$ cat src/rtl/vnorm_sqrt.sv
`default_nettype none
// ============================================================================
// Module   : vnorm_sqrt
// Purpose  : Multicycle integer square root (one root bit per clock) giving
//            floor(sqrt(radicand)) and remainder, with a one-cycle done pulse.
// Revision : 1.0  initial release
// ============================================================================
module vnorm_sqrt #(
  parameter int word_size = 24
) (
  input  logic                   clk,
  input  logic                   rst,
  input  logic                   start,
  input  logic [word_size-1:0]   radicand,
  output logic [word_size/2-1:0] root,
  output logic [word_size/2:0]   remainder,
  output logic                   busy,
  output logic                   done
);

  localparam int RW  = word_size / 2;
  localparam int RBW = RW + 2;
  localparam int CW  = (RW > 1) ? $clog2(RW) : 1;

  typedef enum logic [1:0] {
    S_IDLE = 2'd0,
    S_CALC = 2'd1,
    S_FIN  = 2'd2
  } state_t;

  state_t               r_state;
  state_t               w_state_nxt;
  logic [word_size-1:0] r_x;
  logic [RW-1:0]        r_q;
  logic [RBW-1:0]       r_r;
  logic [CW-1:0]        r_cnt;
  logic [RW-1:0]        r_root;
  logic [RW:0]          r_rem;
  logic                 r_busy;
  logic                 r_done;

  logic                 w_accept;
  logic                 w_last;
  logic [RBW-1:0]       w_rx;
  logic [RBW-1:0]       w_t;
  logic [RW-1:0]        w_q_nxt;
  logic [RBW-1:0]       w_r_nxt;

  assign w_accept = start && ((r_state == S_IDLE) || (r_state == S_FIN));
  assign w_last   = (r_state == S_CALC) && (r_cnt == CW'(RW - 1));

  // Trial subtraction; the RBW-bit wrap is safe because the true difference
  // always lies within the signed RBW-bit range.
  assign w_rx    = {r_r[RBW-3:0], r_x[word_size-1 -: 2]};
  assign w_t     = w_rx - {r_q, 2'b01};
  assign w_q_nxt = {r_q[RW-2:0], ~w_t[RBW-1]};
  assign w_r_nxt = w_t[RBW-1] ? w_rx : w_t;

  always_ff @(posedge clk) begin
    if (rst) begin
      r_state <= S_IDLE;
    end else begin
      r_state <= w_state_nxt;
    end
  end

  always_comb begin
    w_state_nxt = r_state;
    case (r_state)
      S_IDLE:  if (start) w_state_nxt = S_CALC;
      S_CALC:  if (w_last) w_state_nxt = S_FIN;
      S_FIN:   w_state_nxt = start ? S_CALC : S_IDLE;
      default: w_state_nxt = S_IDLE;
    endcase
  end

  always_ff @(posedge clk) begin
    if (rst) begin
      r_x    <= '0;
      r_q    <= '0;
      r_r    <= '0;
      r_cnt  <= '0;
      r_root <= '0;
      r_rem  <= '0;
      r_busy <= 1'b0;
      r_done <= 1'b0;
    end else begin
      r_busy <= (w_state_nxt == S_CALC);
      r_done <= (w_state_nxt == S_FIN);
      if (w_accept) begin
        r_x   <= radicand;
        r_q   <= '0;
        r_r   <= '0;
        r_cnt <= '0;
      end else if (r_state == S_CALC) begin
        r_x   <= r_x << 2;
        r_q   <= w_q_nxt;
        r_r   <= w_r_nxt;
        r_cnt <= r_cnt + CW'(1);
      end
      // Outputs only ever see the completed result of the final iteration.
      if (w_last) begin
        r_root <= w_q_nxt;
        r_rem  <= w_r_nxt[RW:0];
      end
    end
  end

  assign root      = r_root;
  assign remainder = r_rem;
  assign busy      = r_busy;
  assign done      = r_done;

endmodule
`default_nettype wire

$ cat config.mk
export PLATFORM = sky130hd
export DESIGN_NAME = vnorm_sqrt
export DESIGN_NICKNAME = d
export VERILOG_FILES = /design/src/rtl/vnorm_sqrt.sv
export SDC_FILE = /design/constraint.sdc
export NUM_CORES = 1
export LEC_CHECK = 0
export ABC_CLOCK_PERIOD_IN_PS = 2280
export CAP_MARGIN = 20
export CORE_MARGIN = 2
export CORE_UTILIZATION = 49
export CTS_CLUSTER_DIAMETER = 40
export DETAILED_ROUTE_END_ITERATION = 8
export GPL_ROUTABILITY_DRIVEN = 0
export PLACE_DENSITY = 0.76
export SETUP_SLACK_MARGIN = 0.05
export SLEW_MARGIN = 5
export SYNTH_ARGS = -nofsm -noshare
export SYNTH_HDL_FRONTEND = slang
export SYNTH_SLANG_ARGS = --single-unit
$ cat constraint.sdc
create_clock -name clk -period 2.28 [get_ports clk]
set_input_delay 0.57 -clock clk [delete_from_list [all_inputs] [get_ports clk]]
set_output_delay 0.57 -clock clk [all_outputs]
set_load 0.02 [all_outputs]
Yosys cells after proc, flatten, opt, wreduce, memory -nomap -nowiden --
Cells that the tools add are included.
Storage, ports and cells: logic and storage cells 30, input bits 27, register bits 81, output and inout port bits 27
Cells by class: add/subtract/negate cells 2, multiplexer cells 7, bitwise operators 1, reductions and logical operators 6, eq/ne operators 5
Operators with widths (number):
- two-way mux 24 bit | 2
- subtractor 14 bit | 1
- two-way mux 13 bit | 1
- case mux 2 bit (3 select lines) | 1
- adder 4 x 1 -> 4 bit (second input constant) | 1
- == test 2 x 1 -> 1 bit (second input constant) | 2
- == test 2 bit (second input constant) | 2
- == test 4 bit (second input constant) | 1
- two-way mux 2 bit | 2
- logical AND 1 bit | 2
- zero test 2 bit | 1
- nonzero test 2 bit | 1
- OR reduction 2 bit | 1
- logical OR 1 bit | 1
- two-way mux 1 bit | 1
- NOT 1 bit | 1

Logic depth before layout (Yosys ltp) --
depth in word-level cells 5, mapped depth 9, mapped depth without buffers 8

Least setup slack after synthesis --
No wires, ideal clock.
kind reg-to-reg, start register r_q[8], end register r_rem[7], in the netlist remainder[7], data required time 2.146 ns, setup time 0.134 ns, data arrival time 2.190 ns, period minus slack after synthesis 2.324 ns, path slack -0.044 ns, path buffers 1, stages on the path, launching flop included 10, cell sequence dfxtp_1 > inv_1 > ha_1 > a21o_1 > a31o_4 > or2_4 > o22ai_4 > buf_8 > mux2i_1 > a211oi_1
On the way: cells in the longest elaborated chain, start to end 2
Ends and longest elaborated chain:
- start: declaration | RTL line 34 | logic [RW-1:0] r_q;
- start signal: assignment | RTL line 97 | r_q <= w_q_nxt;
- subtractor 14 bit | RTL line 55 | assign w_t = w_rx - {r_q, 2'b01};
- two-way mux 13 bit | RTL line 57 | assign w_r_nxt = w_t[RBW-1] ? w_rx : w_t;
- end signal: assignment | RTL line 104 | r_rem <= w_r_nxt[RW:0];
- end: declaration | RTL line 38 | logic [RW:0] r_rem;
No other way between the ends. A chain may end at the register's enable or synchronous reset.

Final worst setup path --
start register r_q[8], end register r_rem[0], in the netlist remainder[0]
Same word-level chain as after synthesis.

==> flow_summary.yaml <==
finish:
  layout-drive-gt1-share_pct: 26.4
  mostFrequentLayoutCells: "75 x dfxtp_1, 70 x buf_4, 68 x nand2_1"
  final_common_cell: "dfxtp_1"
  n_fill_cell: 489
  diodes: 0
  fin_nets: 604
  areaGrowthSynthToFinish_pct: 44.1
global_routing:
  grt_pass1_wl_um: 17000
  grt-ovfl-total: 0
  met2_usage_pct: 42.8
  track_usage_pct: 25.4
  use_met1_pct: 30.8
  grt_max_degree: 46
  first_global_vias: 3604
  met3_usage_pct: 5.34
  antenna_found_initial: 0
  busiest_layer: "met2"
timing:
  slew_headroom_pct: 62.7
  setup-violations-final: 11
  fmax_mhz: 429
  hold_viol_final: 0
  slew_violations: 0
  finClkSkew_ns: 0.00923
  rsz0062_at_grt: "yes"
  period_share_pct: 102
  min_period_ns: 2.33
  worst_pin_slew_ns: 0.558
  hold_ws_ns: 0.456
  setup_ws_ns: -0.0498
detailed_routing:
  drc_errors: 0
  vias: 3789
  vias_per_cell: 5.67
  dr.first_iter.drc_count: 297
  dr.pass1.iters: 5
  avgRoutedWirePerCell_um: 16.4
  wl_um: 11000
  ant_nets: 0
clock_network:
  ctsHoldBuffers: 0
  cts_buffers: 9
  cts_root_buffer: "clkbuf_8"
  cts_tree: "done"
  cts.sinks: 81
  clk_latency_ns: 0.37
  clk_transition_reported_paths_ns: 0.08
  cts_max_level: 3
  clock_path_buffers: 2
floorplan:
  io_pins: 54
  num_rows: 31
  die_x_um: 91.6
  coreArea_sq_um: 7330
  dieArea_sq_um: 8390
  die_h_um: 91.6
  initial_core_util_pct: 51.3
critical_path:
  crit_chain: "inv_2 -> ha_4 -> a21o_1 -> a31o_4 -> or2_4 -> buf_6 -> o22a_1 -> or4_1 -> nand3_1"
  path_class: "reg2reg"
  critPathCaptureType: "flop"
  arrival_ns: 2.64
  crit_required_ns: 2.59
  worstPathMaxFanout: 4
  reg2reg_slack_ns: -0.05
  critical_path.max_stage_delay_ns: 0.47
  crit_slowest_cell: "or4_1"
  critPathLaunchType: "flop"
synthesis:
  synth.avg_cell_area_sq_um: 8.32
  yosys_warnings: 0
  synth_edf_count: 0
  synth_top_area_share_pct: 43.1
  synth_area_leaders: "dfxtp_1 43%, nand2_1 6.8%, a21oi_1 4.9%, nor2_1 4.5%, ha_1 4.3%"
  async_reset_ff_share_pct: 0
  synth-main-ff-cell: "dfxtp_1"
  yosysTopAreaCell: "dfxtp_1"
  ys_seq_elements: 81
  synth_cell_type_count: 55
  syn_nets: 492
  netlist_area_sq_um: 3760
  synth_seq_area_share_pct: 43.1
  synthCells: 452
placed_design:
  dp_hpwl_um: 6780
  place_ws_ns: -0.0954
  io_buffer_count: 53
pwr:
  leakage_nw: 1.98
  powerDensity_nw_per_um2: 788
  max-vdd-ir-drop_v: 0.000455
  fin_total_pwr_mw: 4.27
status:
  status: "finished, violations left"
  violations: "negative setup slack"
worst_hold_path:
  hp-class: "reg2reg"
job:
  drv_cap: 0
==> worst paths after layout <==
kind | from | endpoint | depth (start not counted)
min | root[6]$_SDFFE_PP0P_ | root[6]$_SDFFE_PP0P_ | 2
max reg2reg | r_q[8]$_SDFFE_PP0P_ | remainder[0]$_SDFFE_PP0P_ | 9
min reg2reg | root[6]$_SDFFE_PP0P_ | root[6]$_SDFFE_PP0P_ | 2
max | r_q[8]$_SDFFE_PP0P_ | remainder[0]$_SDFFE_PP0P_ | 9
==> synthesized netlist by cell type, types with 2 or more instances <==
library cell  instances
xor2_1                6
nor2b_1               3
o211ai_1              6
o21ai_0              12
nand2b_1              5
dfxtp_1              81
and2_1                4
ha_1                 13
inv_1                15
o31ai_1               2
xnor2_1               9
nor3b_1               2
nand3_1               9
a21o_1                2
a31oi_1               2
a21oi_1              37
a311oi_1              7
a31o_2                2
nand2_1              68
or4_1                 2
and3_1                3
mux2i_1              10
or2_2                 2
buf_1                 5
nor2_1               45
nand4_1               2
o21a_1                3
o22ai_1              16
clkbuf_1             22
nand3b_1              3
a211oi_1             11
nor3_1               20
==> report_power, final <==
| group | total, mW | internal (mW) | switching, mW |
|---|---|---|---|
| Sequential | 1.53 | 1.48 | 0.0520 |
| Clock | 1.15 | 0.615 | 0.530 |
| Combinational | 1.60 | 0.819 | 0.777 |
==> through the flow <==
step	TNS, ns	std cells	instance area, sq um	util (%)
after floorplan	0	452	3780	-
after global placement	-0.516	637	4780	65.2
after detailed placement	-1.30	637	4780	65.2
after CTS	0	663	5240	71.5
after global routing	-1.19	668	5420	74.0
final	-0.270	668	5420	74.0
==> layout make-up <==
type | instances | area, sq um | share of cell area [%]
clock inverters | 5 | 80.1 | 1.48
multi-input cells | 328 | 2280 | 42.0
flip-flops and latches | 81 | 1630 | 30.0
inverters | 15 | 56.3 | 1.04
repair buffers | 129 | 1120 | 20.7
clock buffers | 11 | 131 | 2.42
well taps | 99 | 124 | 2.28
==> cell families (layout without fill, tap and decap cells) <==
logic type                 after synthesis  in the layout  synth area share (%)
AOI/OAI and AO/OA                      115            116                  20.5
xor gates and xnor gates                15             15                  3.49
adders and majority gates               13             13                  4.32
buffers and inverters                   44            160                  4.72
DFF                                     81             81                  43.1
muxes                                   10             10                  2.66
and+or+nand+nor                        174            174                  21.2
==> worst max-delay path, delay by kind of cell, from the launching register on <==
kind / cells / cell delay [ns]
compound gates: 3 / 0.65
fa+ha+maj: 1 / 0.24
buf+inv: 2 / 0.18
flops: 1 / 0.35
simple gates: 3 / 0.84
==> registers in the layout, summed over array words and instances, names as in the netlist, 2 cells and up <==
| name | cells |
|---|---|
| r_x | 24 |
| r_state | 2 |
| r_r | 12 |
| remainder | 13 |
| root | 12 |
| r_q | 12 |
| r_cnt | 4 |
==> repair_timing <==
action | 4_1_cts | 5_1_grt
gates resized for setup | 34 | 29
cloned | 1 | 0
pin swaps | 14 | 14
buffers inserted | 9 | 5
setup endpoints to repair | 24 | 25
==> metal layers <==
layer	vias to the layer above	part of all wire [%]
met1	1768	41
met2	152	50
li1	1835	-
met5	-	0
met3	34	5.6
met4	0	3.1
Note: power is estimated with default switching activity, not from simulation.
